[config.mk]
export PLATFORM = sky130hd
export DESIGN_NAME = gerador_de_padroes
export DESIGN_NICKNAME = d
export VERILOG_FILES = /design/src/rtl/gerador_de_padroes.sv
export SDC_FILE = /design/constraint.sdc
export NUM_CORES = 1
export LEC_CHECK = 0
export CORE_ASPECT_RATIO = 1.1
export CORE_UTILIZATION = 53
export DETAILED_ROUTE_END_ITERATION = 16
export PLACE_DENSITY = 0.78
export SLEW_MARGIN = 5
export SYNTH_ARGS = -nofsm -noshare
export SYNTH_HDL_FRONTEND = slang
export SYNTH_SLANG_ARGS = --single-unit
[constraint.sdc]
create_clock -name clock -period 2 [get_ports clock]
set_input_delay 0.5 -clock clock [delete_from_list [all_inputs] [get_ports clock]]
set_output_delay 0.5 -clock clock [all_outputs]
set_load 0.01 [all_outputs]
[src/rtl/gerador_de_padroes.sv]
// Serial pattern generator: shifts a LARGURA-bit pattern out MSB-first on x, repeated
// a programmable number of times with an optional idle gap. Define GERADOR_PARIDADE_EN
// to append an even-parity bit after every repetition.
module gerador_de_padroes #(
  parameter int LARGURA = 4,
  parameter int CONT_W  = 4
) (
  input  logic               clock,
  input  logic               reset,
  input  logic               start,
  input  logic [LARGURA-1:0] padrao,
  input  logic [CONT_W-1:0]  repeticoes,
  input  logic [CONT_W-1:0]  intervalo,
  input  logic               abortar,
  output logic               x,
  output logic               valido,
  output logic               ocupado,
  output logic               fim
);

  localparam int IW = $clog2(LARGURA);
  localparam logic [IW-1:0] POS_MSB = IW'(LARGURA - 1);

  typedef enum logic [1:0] {OCIOSO, ENVIO, PAUSA, FIM} estado_t;

  estado_t              estado_q, estado_d;
  logic [LARGURA-1:0]   padrao_q, padrao_d;
  logic [CONT_W-1:0]    rep_q, rep_d;
  logic [CONT_W-1:0]    gap_q, gap_d;
  logic [CONT_W-1:0]    cont_q, cont_d;
  logic [IW-1:0]        pos_q, pos_d;
  logic                 x_q, x_d;
  logic                 valido_q, valido_d;
  logic                 ocupado_q, ocupado_d;
  logic                 fim_q, fim_d;
  logic                 ultimo;

`ifdef GERADOR_PARIDADE_EN
  logic par_q, par_d;

  always_ff @(posedge clock or posedge reset) begin
    if (reset) par_q <= 1'b0;
    else       par_q <= par_d;
  end
`endif

  always_comb begin
    // NOTE: every variable gets a default before the case so no path leaves it unassigned (no latches).
    estado_d  = estado_q;
    padrao_d  = padrao_q;
    rep_d     = rep_q;
    gap_d     = gap_q;
    cont_d    = cont_q;
    pos_d     = pos_q;
    x_d       = 1'b0;
    valido_d  = 1'b0;
    ocupado_d = 1'b0;
    fim_d     = 1'b0;
`ifdef GERADOR_PARIDADE_EN
    par_d  = 1'b0;
    ultimo = par_q;
`else
    ultimo = (pos_q == '0);
`endif

    case (estado_q)
      OCIOSO: begin
        if (start && !abortar) begin
          padrao_d = padrao;
          rep_d    = repeticoes;
          gap_d    = intervalo;
          if (repeticoes != '0) begin
            estado_d  = ENVIO;
            pos_d     = POS_MSB;
            x_d       = padrao[LARGURA-1];
            valido_d  = 1'b1;
            ocupado_d = 1'b1;
          end else begin
            estado_d = FIM;
            fim_d    = 1'b1;
          end
        end
      end

      ENVIO: begin
        if (abortar) begin
          estado_d = OCIOSO;
        end else if (!ultimo) begin
          valido_d  = 1'b1;
          ocupado_d = 1'b1;
`ifdef GERADOR_PARIDADE_EN
          if (pos_q == '0) begin
            par_d = 1'b1;
            x_d   = ^padrao_q;
          end else begin
            pos_d = pos_q - IW'(1);
            x_d   = padrao_q[pos_q - IW'(1)];
          end
`else
          pos_d = pos_q - IW'(1);
          x_d   = padrao_q[pos_q - IW'(1)];
`endif
        end else begin
          rep_d = rep_q - CONT_W'(1);
          if (rep_q == CONT_W'(1)) begin
            estado_d = FIM;
            fim_d    = 1'b1;
          end else if (gap_q == '0) begin
            pos_d     = POS_MSB;
            x_d       = padrao_q[LARGURA-1];
            valido_d  = 1'b1;
            ocupado_d = 1'b1;
          end else begin
            estado_d  = PAUSA;
            cont_d    = gap_q;
            ocupado_d = 1'b1;
          end
        end
      end

      PAUSA: begin
        if (abortar) begin
          estado_d = OCIOSO;
        end else if (cont_q == CONT_W'(1)) begin
          // gap counter was loaded with intervalo, so this is the last idle cycle
          estado_d  = ENVIO;
          cont_d    = '0;
          pos_d     = POS_MSB;
          x_d       = padrao_q[LARGURA-1];
          valido_d  = 1'b1;
          ocupado_d = 1'b1;
        end else begin
          cont_d    = cont_q - CONT_W'(1);
          ocupado_d = 1'b1;
        end
      end

      FIM: estado_d = OCIOSO;

      default: estado_d = OCIOSO;
    endcase
  end

  always_ff @(posedge clock or posedge reset) begin
    // NOTE: state registers use non-blocking assignments so all flops update together at the edge.
    if (reset) begin
      estado_q  <= OCIOSO;
      padrao_q  <= '0;
      rep_q     <= '0;
      gap_q     <= '0;
      cont_q    <= '0;
      pos_q     <= '0;
      x_q       <= 1'b0;
      valido_q  <= 1'b0;
      ocupado_q <= 1'b0;
      fim_q     <= 1'b0;
    end else begin
      estado_q  <= estado_d;
      padrao_q  <= padrao_d;
      rep_q     <= rep_d;
      gap_q     <= gap_d;
      cont_q    <= cont_d;
      pos_q     <= pos_d;
      x_q       <= x_d;
      valido_q  <= valido_d;
      ocupado_q <= ocupado_d;
      fim_q     <= fim_d;
    end
  end

  assign x       = x_q;
  assign valido  = valido_q;
  assign ocupado = ocupado_q;
  assign fim     = fim_q;

endmodule
==> flow_summary.ini <==
[grt]
grt_first_pass_wirelength_um = 5190
grt-ovfl-total = 0
antenna_found_initial = 0
maximum_number_of_pins_on_one_net_before_global_route_repair = 25
grt_usage = 0.258
grt_pass1_vias = 1182

[detailed_routing]
totalWireLength_um = 3150
post-route-drc-count = 0
detail_route.wl_per_cell_um = 15.5
detailedRoute.firstPassIterationCount = 6
viasPerCell = 5.91
first_iter_violations = 44
postRouteAntennaNets = 0
vias = 1199

[final_layout]
diodes = 0
finish.cell_count_without_fillers = 203
final_design_area_no_fill_um2 = 1720
final_nets = 195
filler_cells = 174
synthToLayoutAreaGrowth_pct = 27.2
drive_above_1_share = 0.179

[worst_setup_path]
r2r_end = pos_q[1]$_DFFE_PP0P_
timing.critical_path.to = pos_q[1]$_DFFE_PP0P_
r2r.worst_path.cells = 4
startpoint_type = flop
worst_ep_arrival_time_ps = 2110
critical_path_required_ps = 2260
path_max_fanout = 4
critPathLaunch = gap_q[2]$_DFFE_PP0P_
worst-r2r-setup-slack_ps = 150
crit-reg2reg-launch = gap_q[2]$_DFFE_PP0P_
critical_path_class = reg2reg
crit_path_end_kind = flop

[synth]
synth_nets = 159
syn_avg_cell_area_um2 = 9.80
synth.top_cells.by_area = sky130_fd_sc_hd__dfrtp_1, sky130_fd_sc_hd__mux2_2, sky130_fd_sc_hd__ha_1, sky130_fd_sc_hd__o21ai_0, sky130_fd_sc_hd__a21oi_1
synth_top_area_cell = sky130_fd_sc_hd__dfrtp_1
synth-seq-cells = 24
synth_sequential_area_ratio = 0.444
post_synth_instance_area_um2 = 1350
synthesis.yosys.warnings = 0
post_synth_num_cell_types = 40
yosys.area.top_type_share = 0.444
netlist_instances = 138

[place]
dpl.hpwl_um = 2410
cell_area_reported_after_detailed_placement_um2 = 1680
placed_instance_count = 199
port_buffers = 19
routabilityCongestion = 0.864

[floorplanning]
die_x_um = 50.2
row_count = 18
ioPinCount = 20
die_area_um2 = 2760
floorplan.core_area_um2 = 2320
start_util = 0.583
floorplan.die.height_um = 55.0

[cts]
post_cts_hold_buffer_count = 0
clock_tree.htree_level_count = 1
ctsLongestPathBuffers = 2
buffer_count_from_post_cts_setup_fixing = 0
tritoncts_num_sinks = 24
cts-buffers-inserted = 3
tritoncts_clock_tree = built
clock_latency_ps = 320
clk_pin_slew_worst_paths_ps = 140
post_cts.resized_instances = 0
clock_tree.root_cell = sky130_fd_sc_hd__clkbuf_4

[power]
power_density_nw_per_um2 = 1260
ir_drop_uv = 832
fin_total_pwr_uw = 2170
power.leakage_uw = 0.000728

[sta]
timing.fmax_mhz = 542
rsz0062_at_grt = no
timing.final.setup_violations = 0
period_minus_slack_ps = 1850
hold-worst-slack_ps = 502
slew_at_the_pin_closest_to_its_max_slew_limit_ps = 428
final-hold-violation-count = 0
final_clock_period_utilization_by_the_worst_path = 0.923
total_negative_setup_slacks_ps = 0
slew-limit-headroom = 0.712
finalClockSkew_ps = 2.33
slew_violations = 0

[job]
number_of_max_capacitance_violations_reported = 0

[outcome]
outcome = finished, final reports clean

[min_path]
hold_crit_class = in2async
-- cells in the mapped netlist, drive strengths merged --
master and instances:
a2111oi 1, a211o 1, a211oi 1, a21oi 9, a22o 1, a22oi 2
a2bb2oi 2, a31oi 1, and2 1, and2b 1, buf 2, clkbuf 4
dfrtp 24, ha 5, inv 9, mux2 7, mux2i 1, nand2 9
nand2b 4, nand3 5, nor2 6, nor2b 3, nor3 4, nor3b 4
nor4 3, nor4b 1, nor4bb 1, o211ai 5, o21a 1, o21ai 11
o22a 1, o22ai 1, o311ai 1, o31a 1, o41a 1, or3 2
or3b 1, or4 1
-- cell usage in the layout (no fill, tap or decap), types with 2 or more instances in the layout --
cell / count
sky130_fd_sc_hd__dfrtp_1: 24
sky130_fd_sc_hd__clkdlybuf4s50_1: 19
sky130_fd_sc_hd__buf_4: 18
sky130_fd_sc_hd__o21ai_0: 11
sky130_fd_sc_hd__inv_1: 9
sky130_fd_sc_hd__a21oi_1: 9
sky130_fd_sc_hd__nand2_1: 9
sky130_fd_sc_hd__mux2_2: 7
sky130_fd_sc_hd__nor2_1: 6
sky130_fd_sc_hd__o211ai_1: 5
sky130_fd_sc_hd__nand3_1: 5
sky130_fd_sc_hd__ha_1: 5
sky130_fd_sc_hd__nand2b_1: 4
sky130_fd_sc_hd__nor3_1: 4
sky130_fd_sc_hd__nor3b_1: 4
sky130_fd_sc_hd__nor2b_1: 3
sky130_fd_sc_hd__nor4_1: 3
sky130_fd_sc_hd__clkbuf_4: 3
sky130_fd_sc_hd__or3_1: 2
sky130_fd_sc_hd__a2bb2oi_1: 2
sky130_fd_sc_hd__a22oi_1: 2
-- sequential cells by signal, indices dropped and copies added (netlist names) --
register,cells
cont_q,4
gap_q,4
padrao_q,4
rep_q,4
estado_q,2
pos_q,2
fim,1
ocupado,1
valido,1
x,1
-- worst min-delay path by stage --
stage	start	to	slack (ps)
3_3_place_gp	cont_q[1]$_DFFE_PP0P_	cont_q[1]$_DFFE_PP0P_	490
5_1_grt	padrao_q[2]$_DFFE_PP0P_	padrao_q[2]$_DFFE_PP0P_	550
6_report	reset	padrao_q[2]$_DFFE_PP0P_	500
3_5_place_dp	padrao_q[2]$_DFFE_PP0P_	padrao_q[2]$_DFFE_PP0P_	500
4_1_cts	reset	padrao_q[2]$_DFFE_PP0P_	510
2_1_floorplan	cont_q[1]$_DFFE_PP0P_	cont_q[1]$_DFFE_PP0P_	460
-- final cells by class --
class                           instances  area (µm²)  area share
Clock buffer                            4        36.3      0.0211
Inverter                                9        33.8      0.0196
Multi-Input combinational cell         99         687       0.399
Sequential cell                        24         601       0.349
Tap cell                               30        37.5      0.0218
Timing Repair Buffer                   37         325       0.189
-- per-layer routing --
layer  vias up  GRT usage  wire [µm]
met5         -          0          0
met4         0     0.0952         19
met3         4     0.0355        119
met2        35      0.484       1570
met1       584      0.303       1440
li1        576          -          -
-- cells by family after synthesis --
group	Yosys count	share of synthesized area
AND/OR/NAND/NOR	46	0.189
AO/OA/AOI/OAI	40	0.207
flip-flops	24	0.444
buffers and inverters	15	0.0481
multiplexers	8	0.0657
adder cells (fa/ha/maj)	5	0.0463
-- where the power goes --
| group | switching (µW) | internal (µW) |
|---|---|---|
| logic | 497 | 523 |
| registers | 196 | 688 |
| clock network | 154 | 111 |
| total | 847 | 1320 |
-- per-stage QoR --
stage / utilization / worst slack, ps
CTS: 0.742 / 158
global placement: 0.726 / -87.2
detailed placement: 0.726 / -124
floorplan: - / 298
global route: 0.742 / 56.3
finish: 0.742 / 154
-- critical path, stage by stage, from the launching register on --
cell and delay, ps:
sky130_fd_sc_hd__dfrtp_1 450, sky130_fd_sc_hd__o41a_1 490, sky130_fd_sc_hd__o31a_1 330, sky130_fd_sc_hd__a2111oi_4 330, sky130_fd_sc_hd__a2bb2oi_1 180
(Power assumes the default switching activity.)
